<file path="config.mk">
export PLATFORM = sky130hd
export DESIGN_NAME = penalty_game_ctl
export DESIGN_NICKNAME = d
export VERILOG_FILES = /design/src/rtl/penalty_game_ctl.sv
export SDC_FILE = /design/constraint.sdc
export NUM_CORES = 1
export LEC_CHECK = 0
export CORE_ASPECT_RATIO = 1.2
export CORE_MARGIN = 2
export CORE_UTILIZATION = 45
export CTS_CLUSTER_SIZE = 8
export DETAILED_ROUTE_END_ITERATION = 12
export PLACE_DENSITY_LB_ADDON = 0.15
export SLEW_MARGIN = 20
export SYNTH_ARGS = -nofsm -noshare
export SYNTH_HDL_FRONTEND = slang
export SYNTH_SLANG_ARGS = --single-unit
</file>
<file path="constraint.sdc">
create_clock -name clk -period 6.4 [get_ports clk]
set_input_delay 1.28 -clock clk [delete_from_list [all_inputs] [get_ports clk]]
set_output_delay 1.28 -clock clk [all_outputs]
set_load 0.05 [all_outputs]
</file>
<file path="src/rtl/penalty_game_ctl.sv">
// penalty_game_ctl: penalty-shootout sequencer (IDLE/AIM/SHOT/RESULT/END) owning ball, aim, keeper and score.
// Keeper sweep is compiled only with PENALTY_KEEPER_MOVE_EN; otherwise the keeper stays at KEEPER_HOME.
module penalty_game_ctl #(
  parameter int SPOT_X        = 512,
  parameter int SPOT_Y        = 600,
  parameter int GOAL_X0       = 256,
  parameter int GOAL_X1       = 767,
  parameter int GOAL_Y0       = 100,
  parameter int GOAL_Y1       = 300,
  parameter int KEEPER_W      = 128,
  parameter int KEEPER_MIN    = 256,
  parameter int KEEPER_MAX    = 640,
  parameter int KEEPER_HOME   = 448,
  parameter int KEEPER_SPEED  = 4,
  parameter int BALL_STEP     = 8,
  parameter int RESULT_FRAMES = 60,
  parameter int MAX_SHOTS     = 5
) (
  input  logic        clk,
  input  logic        rst,
  input  logic        vblnk,
  input  logic        mouse_left,
  input  logic [11:0] mouse_xpos,
  input  logic [11:0] mouse_ypos,
  output logic [2:0]  state,
  output logic [11:0] ball_x,
  output logic [11:0] ball_y,
  output logic [11:0] aim_x,
  output logic [11:0] aim_y,
  output logic [11:0] keeper_x,
  output logic        goal,
  output logic [3:0]  shots,
  output logic [3:0]  goals
);

  localparam int CNT_W = $clog2(RESULT_FRAMES + 1);
  localparam logic [11:0]      SPOT_X_C = 12'(SPOT_X);
  localparam logic [11:0]      SPOT_Y_C = 12'(SPOT_Y);
  localparam logic [11:0]      GX0_C    = 12'(GOAL_X0);
  localparam logic [11:0]      GX1_C    = 12'(GOAL_X1);
  localparam logic [11:0]      GY0_C    = 12'(GOAL_Y0);
  localparam logic [11:0]      GY1_C    = 12'(GOAL_Y1);
  localparam logic [12:0]      KW_C     = 13'(KEEPER_W);
  localparam logic [11:0]      KHOME_C  = 12'(KEEPER_HOME);
  localparam logic [11:0]      STEP_C   = 12'(BALL_STEP);
  localparam logic [3:0]       MAX_C    = 4'(MAX_SHOTS);
  localparam logic [CNT_W-1:0] CNT_LAST = CNT_W'(RESULT_FRAMES - 1);

  // Keeper geometry must be self-consistent in either build.
  if (KEEPER_HOME < KEEPER_MIN || KEEPER_HOME > KEEPER_MAX || KEEPER_SPEED < 1) begin : g_bad_keeper_cfg
    $error("penalty_game_ctl: inconsistent keeper parameters");
  end

  typedef enum logic [2:0] {
    S_IDLE   = 3'd0,
    S_AIM    = 3'd1,
    S_SHOT   = 3'd2,
    S_RESULT = 3'd3,
    S_END    = 3'd4
  } state_t;

  state_t           state_q, state_d;
  logic [11:0]      ball_x_q, ball_x_d, ball_y_q, ball_y_d;
  logic [11:0]      aim_x_q, aim_x_d, aim_y_q, aim_y_d;
  logic             goal_q, goal_d;
  logic [3:0]       shots_q, shots_d, goals_q, goals_d;
  logic [CNT_W-1:0] cnt_q, cnt_d;
  logic             ml_s1_q, ml_s2_q, ml_s3_q, vblnk_q;
  logic             click, tick, shot_goal;
  logic [11:0]      nxt_x, nxt_y, keeper_cur;

  function automatic logic [11:0] step_toward(input logic [11:0] cur, input logic [11:0] tgt);
    logic [11:0] diff;
    if (cur < tgt) begin
      diff = tgt - cur;
      return (diff > STEP_C) ? cur + STEP_C : tgt;
    end
    diff = cur - tgt;
    return (diff > STEP_C) ? cur - STEP_C : tgt;
  endfunction

  always_ff @(posedge clk or posedge rst) begin
    if (rst) begin
      ml_s1_q <= 1'b0;
      ml_s2_q <= 1'b0;
      ml_s3_q <= 1'b0;
      vblnk_q <= 1'b0;
    end else begin
      ml_s1_q <= mouse_left;
      ml_s2_q <= ml_s1_q;
      ml_s3_q <= ml_s2_q;
      vblnk_q <= vblnk;
    end
  end

  assign click = ml_s2_q & ~ml_s3_q;
  assign tick  = vblnk & ~vblnk_q;

  // A save needs the ball inside the keeper span [keeper_x, keeper_x+KEEPER_W).
  assign shot_goal = (aim_x_q >= GX0_C) && (aim_x_q <= GX1_C) &&
                     (aim_y_q >= GY0_C) && (aim_y_q <= GY1_C) &&
                     (({1'b0, aim_x_q} < {1'b0, keeper_cur}) ||
                      ({1'b0, aim_x_q} >= ({1'b0, keeper_cur} + KW_C)));

`ifdef PENALTY_KEEPER_MOVE_EN
  localparam logic [11:0]        KMIN_C   = 12'(KEEPER_MIN);
  localparam logic [11:0]        KMAX_C   = 12'(KEEPER_MAX);
  localparam logic signed [13:0] KMIN_S   = 14'(KEEPER_MIN);
  localparam logic signed [13:0] KMAX_S   = 14'(KEEPER_MAX);
  localparam logic signed [13:0] KSPEED_S = 14'(KEEPER_SPEED);

  logic [11:0]        keeper_q, keeper_d;
  logic               dir_q, dir_d;
  logic               keeper_home;
  logic signed [13:0] kstep;

  assign keeper_home = ((state_q == S_RESULT) && tick && (cnt_q == CNT_LAST) && (shots_q != MAX_C)) ||
                       ((state_q == S_END) && click);

  always_comb begin
    keeper_d = keeper_q;
    dir_d    = dir_q;
    kstep    = $signed({2'b00, keeper_q});
    if (keeper_home) begin
      keeper_d = KHOME_C;
      dir_d    = 1'b1;
    end else if (tick && ((state_q == S_AIM) || (state_q == S_SHOT))) begin
      kstep = dir_q ? ($signed({2'b00, keeper_q}) + KSPEED_S) : ($signed({2'b00, keeper_q}) - KSPEED_S);
      if (kstep > KMAX_S) begin
        keeper_d = KMAX_C;
        dir_d    = 1'b0;
      end else if (kstep < KMIN_S) begin
        keeper_d = KMIN_C;
        dir_d    = 1'b1;
      end else begin
        keeper_d = kstep[11:0];
      end
    end
  end

  always_ff @(posedge clk or posedge rst) begin
    if (rst) begin
      keeper_q <= KHOME_C;
      dir_q    <= 1'b1;
    end else begin
      keeper_q <= keeper_d;
      dir_q    <= dir_d;
    end
  end

  assign keeper_cur = keeper_q;
`else
  assign keeper_cur = KHOME_C;
`endif

  always_comb begin
    state_d  = state_q;
    ball_x_d = ball_x_q;
    ball_y_d = ball_y_q;
    aim_x_d  = aim_x_q;
    aim_y_d  = aim_y_q;
    goal_d   = goal_q;
    shots_d  = shots_q;
    goals_d  = goals_q;
    cnt_d    = cnt_q;
    nxt_x    = step_toward(ball_x_q, aim_x_q);
    nxt_y    = step_toward(ball_y_q, aim_y_q);
    case (state_q)
      S_IDLE: if (click) state_d = S_AIM;
      S_AIM: begin
        aim_x_d = mouse_xpos;
        aim_y_d = mouse_ypos;
        if (click) state_d = S_SHOT;
      end
      S_SHOT: if (tick) begin
        ball_x_d = nxt_x;
        ball_y_d = nxt_y;
        if ((nxt_x == aim_x_q) && (nxt_y == aim_y_q)) begin
          state_d = S_RESULT;
          goal_d  = shot_goal;
          if (shots_q < MAX_C) shots_d = shots_q + 4'd1;
          if (shot_goal && (goals_q < MAX_C)) goals_d = goals_q + 4'd1;
        end
      end
      S_RESULT: if (tick) begin
        if (cnt_q == CNT_LAST) begin
          cnt_d = '0;
          if (shots_q == MAX_C) begin
            state_d = S_END;
          end else begin
            state_d  = S_AIM;
            ball_x_d = SPOT_X_C;
            ball_y_d = SPOT_Y_C;
            aim_x_d  = SPOT_X_C;
            aim_y_d  = SPOT_Y_C;
          end
        end else begin
          cnt_d = cnt_q + CNT_W'(1);
        end
      end
      S_END: if (click) begin
        state_d  = S_IDLE;
        shots_d  = '0;
        goals_d  = '0;
        goal_d   = 1'b0;
        ball_x_d = SPOT_X_C;
        ball_y_d = SPOT_Y_C;
        aim_x_d  = SPOT_X_C;
        aim_y_d  = SPOT_Y_C;
      end
      default: state_d = S_IDLE;
    endcase
  end

  always_ff @(posedge clk or posedge rst) begin
    if (rst) begin
      state_q  <= S_IDLE;
      ball_x_q <= SPOT_X_C;
      ball_y_q <= SPOT_Y_C;
      aim_x_q  <= SPOT_X_C;
      aim_y_q  <= SPOT_Y_C;
      goal_q   <= 1'b0;
      shots_q  <= '0;
      goals_q  <= '0;
      cnt_q    <= '0;
    end else begin
      state_q  <= state_d;
      ball_x_q <= ball_x_d;
      ball_y_q <= ball_y_d;
      aim_x_q  <= aim_x_d;
      aim_y_q  <= aim_y_d;
      goal_q   <= goal_d;
      shots_q  <= shots_d;
      goals_q  <= goals_d;
      cnt_q    <= cnt_d;
    end
  end

  assign state    = state_q;
  assign ball_x   = ball_x_q;
  assign ball_y   = ball_y_q;
  assign aim_x    = aim_x_q;
  assign aim_y    = aim_y_q;
  assign keeper_x = keeper_cur;
  assign goal     = goal_q;
  assign shots    = shots_q;
  assign goals    = goals_q;

endmodule

</file>
==> reports/metrics.csv <==
stage,metric,value,unit
yosys,synth_area,0.00730,mm^2
global_route,grt_pass1_wl,37.6,mm
cts,cts_buffers,9,
global_route,overflow,0,
cts,cts_resized,0,
critical_path,crit_type,reg -> reg,
detailed_routing,wl_met2,11.8,mm
yosys,synth_edf_count,0,
die,chipWidth,120,um
critical_path,cpMaxStageDelayCell,ha_1,
critical_path,r2r-start,ball_y[7],
critical_path,crit_path_max_incr_delay,670,ps
cts,cts_tree,built,
sta,finClkSkew,7.11,ps
critical_path,cp-end-kind,register,
yosys,synth-seq-cells,70,
pwr,p_per_area,559,mW/mm^2
critical_path,start_kind,register,
final_layout,diodes,0,
sta,max_freq,204,MHz
cts,htreeDepth,3,
yosys,synthAdderAreaFrac,0.101,
sta,setup_slack,1500,ps
critical_path,timing.critical_path.buf_inv,2,
sta,rsz0062_at_grt,no,
yosys,synthDistinctLibCells,88,
global_route,grt_pass1_vias,6993,
global_route,antenna_found_initial,0,
placed_design,gp_congestion,0.916,
pwr,leakagePower,3.63,nW
sta,max_slew_margin,0.326,
yosys,ys.flop_type,dfrtp_1,
final_layout,fillCellCount,1578,
placed_design,hpwl,18.0,mm
placed_design,place_area,0.00825,mm^2
cts,post_cts_buffers,0,
detailed_routing,via_per_inst,6.05,
yosys,synth_top_family_by_area,compound AO/OA/AOI/OAI gates,
yosys,synth-simple-area-share,0.211,
yosys,seq_area_frac_synth,0.242,
global_route,grt_max_degree,71,
critical_path,crit_chain,inv_1 > ha_1 > inv_1 > a222oi_1 > o311ai_1 > a211oi_1 > o2111ai_1 > or3_1 > mux2i_1 > a211oi_1 > nor4_4 > nand4_2 > nor2_4 > mux2_1,
detailed_routing,drt_iter0_drc,480,
cts,clock_latency,350,ps
final_layout,fin_nets,1069,
die,core,0.0161,mm^2
detailed_routing,routedWlPerCell,19.8,um
yosys,synth-xor-area-share,0.0756,
detailed_routing,postRouteWirelength,23.7,mm
yosys,synthArstFlopShare,1.00,
critical_path,cp-startpoint,ball_y[7],
die,start_util,0.454,
global_route,grtUsageTotal,0.277,
detailed_routing,m1WireLength,9.90,mm
critical_path,crit_family,simple AND/OR/NAND/NOR gates,
detailed_routing,drt_pass1_iterations,7,
yosys,synthMuxAreaShare,0.0149,
yosys,syn_inst,924,
critical_path,cp.arrival,5130,ps
yosys,synth_compound_area_frac,0.273,
detailed_routing,top_layer_used,met4,
final_layout,synthToLayoutAreaGrowth,17.4,%
sta,period_share,0.766,
sta,min_period,4900,ps
placed_design,dp_slack,1640,ps
final_layout,drive_gt1_frac,0.0577,
final_layout,final_cell_area,0.00857,mm^2
yosys,syn_area_per_cell,7.90,um^2
cts,cts.sinks,70,
cts,cts.clk_slew.worst_paths,60,ps
cts,ctsHoldBuffers,0,
job,cap_violations,0,
detailed_routing,met3_length,1.07,mm
min_path,hp-start,ml_s1_q,
die,dieArea,0.0173,mm^2
detailed_routing,ant_nets,0,
sta,setup_tns,0,ps
critical_path,critPathMaxFanout,17,
placed_design,numPortBuffers,87,
sta,finalHoldViolCount,0,
final_layout,final_util,0.533,
die,rows,51,
detailed_routing,dr_total_vias,7258,
pwr,finalPower,4.79,mW
cts,root_buffer,clkbuf_16,
sta,finalSetupViolCount,0,
min_path,hp-class,reg -> reg,
cts,ctsLongestPathBuffers,2,
die,die-height,144,um
critical_path,cp.required,6630,ps
yosys,yosysWarningCount,0,
pwr,peakVddDrop,0.000294,V
detailed_routing,drc,0,
sta,finalMaxSlewViolations,0,
die,num_io_pins,100,
sta,tightest_slew,1000,ps
status,outcome,completed,
## cell usage after synthesis, types with 8 or more instances
library cell   n  area (um^2)
nand2b_1      10         62.6
a21o_1        18          135
dfstp_2       10          263
a221oi_1       8         70.1
o21ai_0       74          370
o221ai_1      11         96.3
xnor2_1       50          438
clkbuf_1      29          109
nand2_1       93          349
xor2_1        13          114
o21a_1         8         60.1
nor3_1        23          115
dfrtp_1       60         1500
nand4_1       19          119
nand3_1       31          155
a22o_1        10         87.6
inv_1         78          293
o22ai_1        8         50.1
nor2_1        46          173
nor2b_1       16          100
buf_4         16          120
o211ai_1       9         67.6
a211oi_1      14          105
a21oi_1       54          270
ha_1          56          701
## logic make-up after synthesis
| kind of cell | count (synthesis) |
|---|---|
| AND/OR/NAND/NOR | 297 |
| AO/OA/AOI/OAI | 288 |
| buffers and inverters | 136 |
| flip-flops | 70 |
| XOR/XNOR | 63 |
| adder cells (fa/ha/maj) | 58 |
| multiplexers | 10 |
| other | 2 |
## metrics by stage
step	instances	hold WS, ps
after floorplan	934	331
final	1200	351
after CTS	1200	352
after global placement	1184	336
after global routing	1200	354
after detailed placement	1184	338
## routing by layer
layer  up-vias  GRT usage
met5         -          0
met4         0      0.125
met3        63     0.0321
met1      3473      0.341
met2       264      0.486
li1       3458          -
## area by class of cell
cell class	instances	area, um^2	share of cell area
inverters	80	300	0.0350
multi-input cells	728	4990	0.583
repair buffers	94	923	0.108
flip-flops and latches	70	1760	0.206
clock inverters	6	93.8	0.0109
well taps	212	265	0.0309
clock buffers	10	229	0.0267
## flip-flops by register name, summed over array words and instances, names as in the netlist
| register | count |
|---|---|
| ml_s2_q | 1 |
| cnt_q | 6 |
| ml_s1_q | 1 |
| ml_s3_q | 1 |
| aim_x | 12 |
| state | 3 |
| goal | 1 |
| ball_y | 12 |
| goals | 4 |
| shots | 4 |
| vblnk_q | 1 |
| ball_x | 12 |
| aim_y | 12 |
## power breakdown
group / leakage, nW / switching [mW] / total [mW] / internal, mW
Clock: 0.153 / 0.213 / 0.557 / 0.344
Combinational: 2.60 / 2.14 / 3.40 / 1.26
Sequential: 0.875 / 0.259 / 0.833 / 0.574
Total: 3.63 / 2.61 / 4.79 / 2.18
## path summary, 6_finish.rpt
check | end | slack, ps | depth (start not counted)
max in group asynchronous | ball_x[11] | 4260 | 3
min in group asynchronous | ml_s2_q | 1530 | 3
worst max-delay path | shots[0] | 1500 | 14
worst min register to register | ml_s2_q | 350 | 0
worst min-delay path | ml_s2_q | 350 | 0
worst max register to register | shots[0] | 1500 | 14
## placed cells by master (no fill, tap or decap), types with 7 or more instances in the layout
| master | instances |
|---|---|
| a211oi_1 | 14 |
| a21o_1 | 18 |
| a21oi_1 | 54 |
| a221oi_1 | 8 |
| a22o_1 | 10 |
| a22oi_1 | 7 |
| and3_1 | 7 |
| buf_4 | 7 |
| clkbuf_16 | 9 |
| clkdlybuf4s50_1 | 87 |
| conb_1 | 12 |
| dfrtp_1 | 60 |
| dfstp_2 | 10 |
| ha_1 | 56 |
| inv_1 | 77 |
| nand2_1 | 93 |
| nand2b_1 | 10 |
| nand3_1 | 31 |
| nand4_1 | 19 |
| nor2_1 | 46 |
| nor2b_1 | 16 |
| nor3_1 | 23 |
| nor4_1 | 7 |
| o211ai_1 | 9 |
| o21a_1 | 8 |
| o21ai_0 | 74 |
| o221ai_1 | 11 |
| o22ai_1 | 8 |
| xnor2_1 | 50 |
| xor2_1 | 13 |
No activity file was read; power rests on OpenSTA's default activity.
